==> config.mk <==
export PLATFORM = sky130hd
export DESIGN_NAME = paint_cursor_ctrl_flat
export DESIGN_NICKNAME = d
export VERILOG_FILES = /design/src/rtl/paint_cursor_ctrl_if.sv /design/src/rtl/paint_cursor_ctrl.sv /design/src/flat_wrapper.sv
export SDC_FILE = /design/constraint.sdc
export NUM_CORES = 1
export LEC_CHECK = 0
export BUFFER_PORTS_ARGS = -buffer_cell sky130_fd_sc_hd__buf_4
export CORE_MARGIN = 4
export CORE_UTILIZATION = 49
export CTS_CLUSTER_SIZE = 28
export DETAILED_ROUTE_END_ITERATION = 16
export GPL_TIMING_DRIVEN = 1
export PLACE_DENSITY_LB_ADDON = 0.15
export SETUP_SLACK_MARGIN = 0.02
export SLEW_MARGIN = 10
export SYNTH_ARGS = -nofsm -noshare
export SYNTH_HDL_FRONTEND = slang
export SYNTH_SLANG_ARGS = --single-unit
export TNS_END_PERCENT = 10
==> constraint.sdc <==
create_clock -name clk -period 5.55 [get_ports clk]
set_input_delay 0.8325 -clock clk [delete_from_list [all_inputs] [get_ports clk]]
set_output_delay 0.8325 -clock clk [all_outputs]
set_load 0.1 [all_outputs]
==> src/rtl/paint_cursor_ctrl_if.sv <==
// paint_cursor_ctrl_if
//   Bundles the link between the cursor controller, the square drawer and the
//   VGA write port.
//   sq_start        controller -> drawer : run request, held for the whole run
//   sq_x, sq_y      controller -> drawer : square origin
//   sq_sx, sq_sy    controller -> drawer : square size (side = size+1)
//   sq_done         drawer -> controller : run complete, sticky until next start
//   plot            controller -> VGA    : pixel write enable
//   colour_out      controller -> VGA    : pixel colour
interface paint_cursor_ctrl_if;
  logic       sq_start;
  logic [7:0] sq_x;
  logic [7:0] sq_y;
  logic [3:0] sq_sx;
  logic [3:0] sq_sy;
  logic       sq_done;
  logic       plot;
  logic [2:0] colour_out;

  modport master (
    output sq_start, sq_x, sq_y, sq_sx, sq_sy, plot, colour_out,
    input  sq_done
  );

  modport slave (
    input  sq_start, sq_x, sq_y, sq_sx, sq_sy, plot, colour_out,
    output sq_done
  );
endinterface

==> src/rtl/paint_cursor_ctrl.sv <==
// paint_cursor_ctrl
//   Holds the brush cursor and turns move/refresh requests into square-drawer
//   runs. With paint=0 the old square is erased in BG_COLOUR before the cursor
//   moves; with paint=1 the erase is skipped and a trail is left.
// Ports
//   clk, resetn          clock, asynchronous active-low reset
//   move_up/down/left/right, refresh
//                        one-cycle requests, accumulated until consumed
//   paint                level, 1 = leave trail
//   colour_in, size_in   brush colour and size (side = size_in+1)
//   sq                   drawer/VGA link (master side)
//   cur_x, cur_y         current cursor origin
//   busy                 high whenever the controller is not idle
module paint_cursor_ctrl #(
  parameter int unsigned SCREEN_W  = 160,
  parameter int unsigned SCREEN_H  = 120,
  parameter int unsigned STEP      = 1,
  parameter logic [2:0]  BG_COLOUR = 3'b000
) (
  input  logic                       clk,
  input  logic                       resetn,
  input  logic                       move_up,
  input  logic                       move_down,
  input  logic                       move_left,
  input  logic                       move_right,
  input  logic                       refresh,
  input  logic                       paint,
  input  logic [2:0]                 colour_in,
  input  logic [3:0]                 size_in,
  paint_cursor_ctrl_if.master        sq,
  output logic [7:0]                 cur_x,
  output logic [7:0]                 cur_y,
  output logic                       busy
);

  typedef enum logic [2:0] {
    S_INIT,
    S_IDLE,
    S_ERASE,
    S_MOVE,
    S_DRAW
  } state_e;

  localparam logic [8:0] STEP9  = 9'(STEP);
  localparam logic [8:0] X_MAX9 = 9'(SCREEN_W - 1);
  localparam logic [8:0] Y_MAX9 = 9'(SCREEN_H - 1);

  // Request mask bit positions: {refresh, R, L, D, U}
  localparam int unsigned B_U = 0;
  localparam int unsigned B_D = 1;
  localparam int unsigned B_L = 2;
  localparam int unsigned B_R = 3;

  state_e     state_q, state_d;
  logic [7:0] cur_x_q, cur_x_d;
  logic [7:0] cur_y_q, cur_y_d;
  logic [4:0] pending_q, pending_d;
  logic [3:0] drawn_size_q, drawn_size_d;
  logic [2:0] drawn_colour_q, drawn_colour_d;
  logic       sq_start_q;

  logic [4:0] req;
  logic       start_c;
  logic [2:0] colour_c;
  logic       done_ack;
  logic [8:0] x9, y9;
  logic [8:0] x_lim, y_lim;

  assign req = {refresh, move_right, move_left, move_down, move_up};

  // Drawer's Done is sticky from the previous run; on the first cycle of a run
  // sq_start_q is still low, which masks the stale value.
  assign done_ack = start_c & sq_start_q & sq.sq_done;

  // New position from the pending mask. Opposite requests cancel, decrements
  // saturate at 0, and the result is clamped so the square (with the size
  // about to be latched) stays on screen.
  always_comb begin
    x_lim = X_MAX9 - {5'b0, size_in};
    y_lim = Y_MAX9 - {5'b0, size_in};
    x9    = {1'b0, cur_x_q};
    y9    = {1'b0, cur_y_q};
    if (pending_q[B_R] && !pending_q[B_L]) begin
      x9 = x9 + STEP9;
    end else if (pending_q[B_L] && !pending_q[B_R]) begin
      x9 = (x9 < STEP9) ? '0 : x9 - STEP9;
    end
    if (pending_q[B_D] && !pending_q[B_U]) begin
      y9 = y9 + STEP9;
    end else if (pending_q[B_U] && !pending_q[B_D]) begin
      y9 = (y9 < STEP9) ? '0 : y9 - STEP9;
    end
    if (x9 > x_lim) x9 = x_lim;
    if (y9 > y_lim) y9 = y_lim;
  end

  always_comb begin
    state_d        = state_q;
    cur_x_d        = cur_x_q;
    cur_y_d        = cur_y_q;
    pending_d      = pending_q | req;
    drawn_size_d   = drawn_size_q;
    drawn_colour_d = drawn_colour_q;
    start_c        = 1'b0;
    colour_c       = drawn_colour_q;

    unique case (state_q)
      S_INIT: begin
        drawn_size_d   = size_in;
        drawn_colour_d = colour_in;
        state_d        = S_DRAW;
      end
      S_IDLE: begin
        if (pending_q != '0) begin
          state_d = paint ? S_MOVE : S_ERASE;
        end
      end
      S_ERASE: begin
        start_c  = 1'b1;
        colour_c = BG_COLOUR;
        if (start_c && sq_start_q && sq.sq_done) begin
          state_d = S_MOVE;
        end
      end
      S_MOVE: begin
        // Everything pending is consumed here; only same-cycle requests survive.
        pending_d      = req;
        cur_x_d        = x9[7:0];
        cur_y_d        = y9[7:0];
        drawn_size_d   = size_in;
        drawn_colour_d = colour_in;
        state_d        = S_DRAW;
      end
      S_DRAW: begin
        start_c = 1'b1;
        if (start_c && sq_start_q && sq.sq_done) begin
          state_d = S_IDLE;
        end
      end
      default: begin
        state_d = S_INIT;
      end
    endcase
  end

  always_ff @(posedge clk or negedge resetn) begin
    if (!resetn) begin
      state_q        <= S_INIT;
      cur_x_q        <= '0;
      cur_y_q        <= '0;
      pending_q      <= '0;
      drawn_size_q   <= '0;
      drawn_colour_q <= '0;
      sq_start_q     <= 1'b0;
    end else begin
      state_q        <= state_d;
      cur_x_q        <= cur_x_d;
      cur_y_q        <= cur_y_d;
      pending_q      <= pending_d;
      drawn_size_q   <= drawn_size_d;
      drawn_colour_q <= drawn_colour_d;
      sq_start_q     <= start_c;
    end
  end

  // sq_start is decoded from the state register, so an async reset drops it
  // (and plot) in the same instant.
  assign sq.sq_start   = start_c;
  assign sq.sq_x       = cur_x_q;
  assign sq.sq_y       = cur_y_q;
  assign sq.sq_sx      = drawn_size_q;
  assign sq.sq_sy      = drawn_size_q;
  assign sq.plot       = start_c & sq_start_q & ~sq.sq_done;
  assign sq.colour_out = colour_c;

  assign cur_x = cur_x_q;
  assign cur_y = cur_y_q;
  assign busy  = (state_q != S_IDLE);

  logic unused_ack;
  assign unused_ack = done_ack;

endmodule

==> src/flat_wrapper.sv <==
// flat-port wrapper written by rule: the top's interface ports become plain ports
module paint_cursor_ctrl_flat 
#(
  parameter int unsigned SCREEN_W  = 160,
  parameter int unsigned SCREEN_H  = 120,
  parameter int unsigned STEP      = 1,
  parameter logic [2:0]  BG_COLOUR = 3'b000
)
  (clk, resetn, move_up, move_down, move_left, move_right, refresh, paint, colour_in, size_in, cur_x, cur_y, busy, sq_sq_start, sq_sq_x, sq_sq_y, sq_sq_sx, sq_sq_sy, sq_plot, sq_colour_out, sq_sq_done);
  paint_cursor_ctrl_if sq_i ();
  input  logic clk;
  input  logic resetn;
  input  logic move_up;
  input  logic move_down;
  input  logic move_left;
  input  logic move_right;
  input  logic refresh;
  input  logic paint;
  input  logic [2:0] colour_in;
  input  logic [3:0] size_in;
  output logic [7:0] cur_x;
  output logic [7:0] cur_y;
  output logic busy;
  output wire logic [$bits(sq_i.sq_start)-1:0] sq_sq_start;
  output wire logic [$bits(sq_i.sq_x)-1:0] sq_sq_x;
  output wire logic [$bits(sq_i.sq_y)-1:0] sq_sq_y;
  output wire logic [$bits(sq_i.sq_sx)-1:0] sq_sq_sx;
  output wire logic [$bits(sq_i.sq_sy)-1:0] sq_sq_sy;
  output wire logic [$bits(sq_i.plot)-1:0] sq_plot;
  output wire logic [$bits(sq_i.colour_out)-1:0] sq_colour_out;
  input wire logic [$bits(sq_i.sq_done)-1:0] sq_sq_done;
  assign sq_sq_start = sq_i.sq_start;
  assign sq_sq_x = sq_i.sq_x;
  assign sq_sq_y = sq_i.sq_y;
  assign sq_sq_sx = sq_i.sq_sx;
  assign sq_sq_sy = sq_i.sq_sy;
  assign sq_plot = sq_i.plot;
  assign sq_colour_out = sq_i.colour_out;
  assign sq_i.sq_done = sq_sq_done;
  paint_cursor_ctrl #(.SCREEN_W(SCREEN_W), .SCREEN_H(SCREEN_H), .STEP(STEP), .BG_COLOUR(BG_COLOUR)) u_core (.clk(clk), .resetn(resetn), .move_up(move_up), .move_down(move_down), .move_left(move_left), .move_right(move_right), .refresh(refresh), .paint(paint), .colour_in(colour_in), .size_in(size_in), .sq(sq_i), .cur_x(cur_x), .cur_y(cur_y), .busy(busy));
endmodule
==> out/qor.txt <==
Status: finished, final reports clean
Post-Layout Inst Area: 3080 um2
Fin crit share: 63.8%
Routability cong.: 0.842
Setup crit end kind: flop
Die area: 6750 um2
IO Port Bufs: 61
FP Rows: 26
Drt total wl: 6290 um
Comb power frac: 67.5%
Final TNS setup: 0 ns
Initial antenna violation count: 0
Placed Area: 2980 um2
Worst hold path class: input port to asynchronous set/reset pin
Final worst-path setup slack: 2.01 ns
# setup viols final: 0
Commonest non-fill, non-tap cells in the layout: buf_4 (61), dfrtp_1 (32), nor2_1 (27), a21oi_1 (24), nand2_1 (23)
Top Ports: 62
Power share of the clock group: 10.3%
Pins Over Slew Limit: 0
Worst reg2reg path endpoint: u_core.cur_x[0]$_DFFE_PN0P_
Global-route wire length before repair: 10,500 um
Worst Tran Pin Value: 0.902 ns
Clk_skew: 0.00952 ns
Post-cts resize count: 0
Post-CTS Repair Setup Buffers: 0
Vias in the first global route: 2,214
Die width: 82.1 um
Largest net degree at the start of global routing: 33
Routed Antenna Nets: 0
Number of diodes: 0
Root Buffer: clkbuf_8
Initial Util: 51.8%
Area growth syn-to-layout: 14.4%
TritonCTS clock tree: built
Worst Reg-to-Reg Cells: 13
TritonRoute pass-1 iters: 4
Warnings, synthesis: 0
Max_slew headroom: 39.4%
Synthesized area per cell: 8.58 um2
Num CTS Buffers: 5
Syn Inst Count: 314
P_int: 698 uW
Die Ht: 82.1 um
Max Cap Viol: 0
Ys async rst share: 100%
Leak Pwr: 0.00136 uW
Post-synth cell types: 63
Sink Count: 32
EDFF count, synth: 0
Via-to-Cell Ratio: 5.73
Syn nets: 343
DR DRC count: 0
Reg clk slew, reported paths: 0.07 ns
Sw frac: 62.1%
Peak VDD IR: 728 uV
RSZ-0062 raised after global routing: no
Tmin final: 3.54 ns
Final nets: 373
Share of layout cells above drive strength 1: 26.5%
Hold_buf cts: 0
Flop2flop setup slack: 2.01 ns
Worst R2R Start: u_core.cur_x[1]$_DFFE_PN0P_
Core ar.: 5200 um2
Pre-CTS setup slack: 2.06 ns
Reg power frac: 22.1%
CP startpoint: u_core.cur_x[1]$_DFFE_PN0P_
H-tree levels: 2
GRT overflow: 0
Crit path max fanout: 10
Most common cell after layout, fill and taps aside: buf_4
WS Path Type: flop to flop
Routed vias: 2,374
Fin. Hold Viols: 0
DR WL/cell: 15.2 um
Synth Flop Type: dfrtp_1
Seq/Total Area, Yosys: 29.7%
Power Density: 598 nW/um2
Post-synthesis instance area: 2690 um2
Highest clock rate: 282 MHz
Clk_lat worst skew: 0.29 ns
CP arrival: 3.72 ns
DPL Wire Length: 4630 um
Iteration-0 DRC count of the detailed router: 164
CP Launch Type: flop
Hold slack: 0.478 ns
Number of synthesized register bits: 32
Total GRT Usage: 19.8%
CTS Buffer Depth: 2
Critical Path RT: 5.73 ns
Psw: 1140 uW
## worst max path at each step
| stage | endpoint | depth (start not counted) | slack [ns] |
|---|---|---|---|
| after global placement | u_core.cur_y[0]$_DFFE_PN0P_ | 12 | 2.14 |
| after CTS | u_core.cur_x[0]$_DFFE_PN0P_ | 13 | 2.02 |
| after detailed placement | u_core.cur_x[0]$_DFFE_PN0P_ | 13 | 2.06 |
| after global routing | u_core.cur_x[0]$_DFFE_PN0P_ | 13 | 1.80 |
| final | u_core.cur_x[0]$_DFFE_PN0P_ | 13 | 2.01 |
| after floorplan | sq_plot | 1 | 0.80 |
## critical path: stages (launching register included)
cell      delay [ns]
dfrtp_1         0.55
inv_1           0.15
ha_1            0.31
mux2_2          0.26
a21oi_1         0.20
nor2_1          0.09
ha_1            0.29
nor2b_1         0.14
o21a_1          0.17
o21a_1          0.16
o21a_1          0.16
a2111o_1        0.51
nor2b_4         0.18
a211oi_1        0.26
## metrics by stage
step	total power [uW]	instances	utilization (%)
finish	1840	414	59.2
floorplan	1470	314	-
global route	1930	414	59.2
global placement	1640	407	57.3
detailed placement	1660	407	57.3
CTS	1850	414	59.2
## cell type report
type / instances / area [um2]
Clock buffer: 7 / 96.3
Fill cell: 477 / 2120
Inverter: 14 / 52.6
Multi-Input combinational cell: 230 / 1590
Sequential cell: 32 / 801
Tap cell: 70 / 87.6
Timing Repair Buffer: 61 / 458
## power by group through the flow
| stage | logic (uW) | registers (uW) | clock network [uW] |
|---|---|---|---|
| after floorplan | 826 | 643 | 0 |
| after global placement | 1240 | 407 | 0 |
| after detailed placement | 1240 | 411 | 0 |
| after CTS | 1250 | 408 | 197 |
| after global routing | 1300 | 422 | 209 |
| final | 1240 | 408 | 190 |
## metal layers
layer  routed length, um  up-vias  global-route usage (%)
met5                   0        -                       0
met4                  51        0                    5.65
met3                 425        7                    4.56
met2                2780       87                    29.4
met1                3030     1101                    28.5
li1                    -     1179                       -
## kinds of logic after synthesis
kind of cell / synth area share, %
adders and majority gates: 6.04
and+or+nand+nor: 22.9
buffers and inverters: 11.4
muxes: 6.78
AOI/OAI and AO/OA: 22.5
xor gates and xnor gates: 0.650
DFF: 29.7
## sequential cells by signal, summed over array words and instances, names as in the netlist
signal,cells
u_core.pending_q,5
u_core.sq_start_q,1
u_core.cur_x,8
u_core.sq.sq_sx,4
u_core.state_q,3
u_core.cur_y,8
u_core.drawn_colour_q,3
## cell usage after synthesis (4+ instances only)
master     n  share of area, %
dfrtp_1   32                30
nor2_1    27               3.8
buf_4     25               7.0
a21oi_1   24               4.5
nand2_1   23               3.2
inv_1     14               2.0
ha_1      13               6.0
nor2b_1   13               3.0
o21ai_0   13               2.4
clkbuf_1  10               1.4
a21o_1     9               2.5
mux2_2     9               3.8
mux2i_1    7               2.6
nor3_1     7               1.3
nand3_1    5              0.93
nand4_1    5               1.2
o21a_1     5               1.4
a31oi_1    4              0.93
o21ai_1    4              0.74
o31ai_1    4               1.1
(Power assumes the default switching activity.)
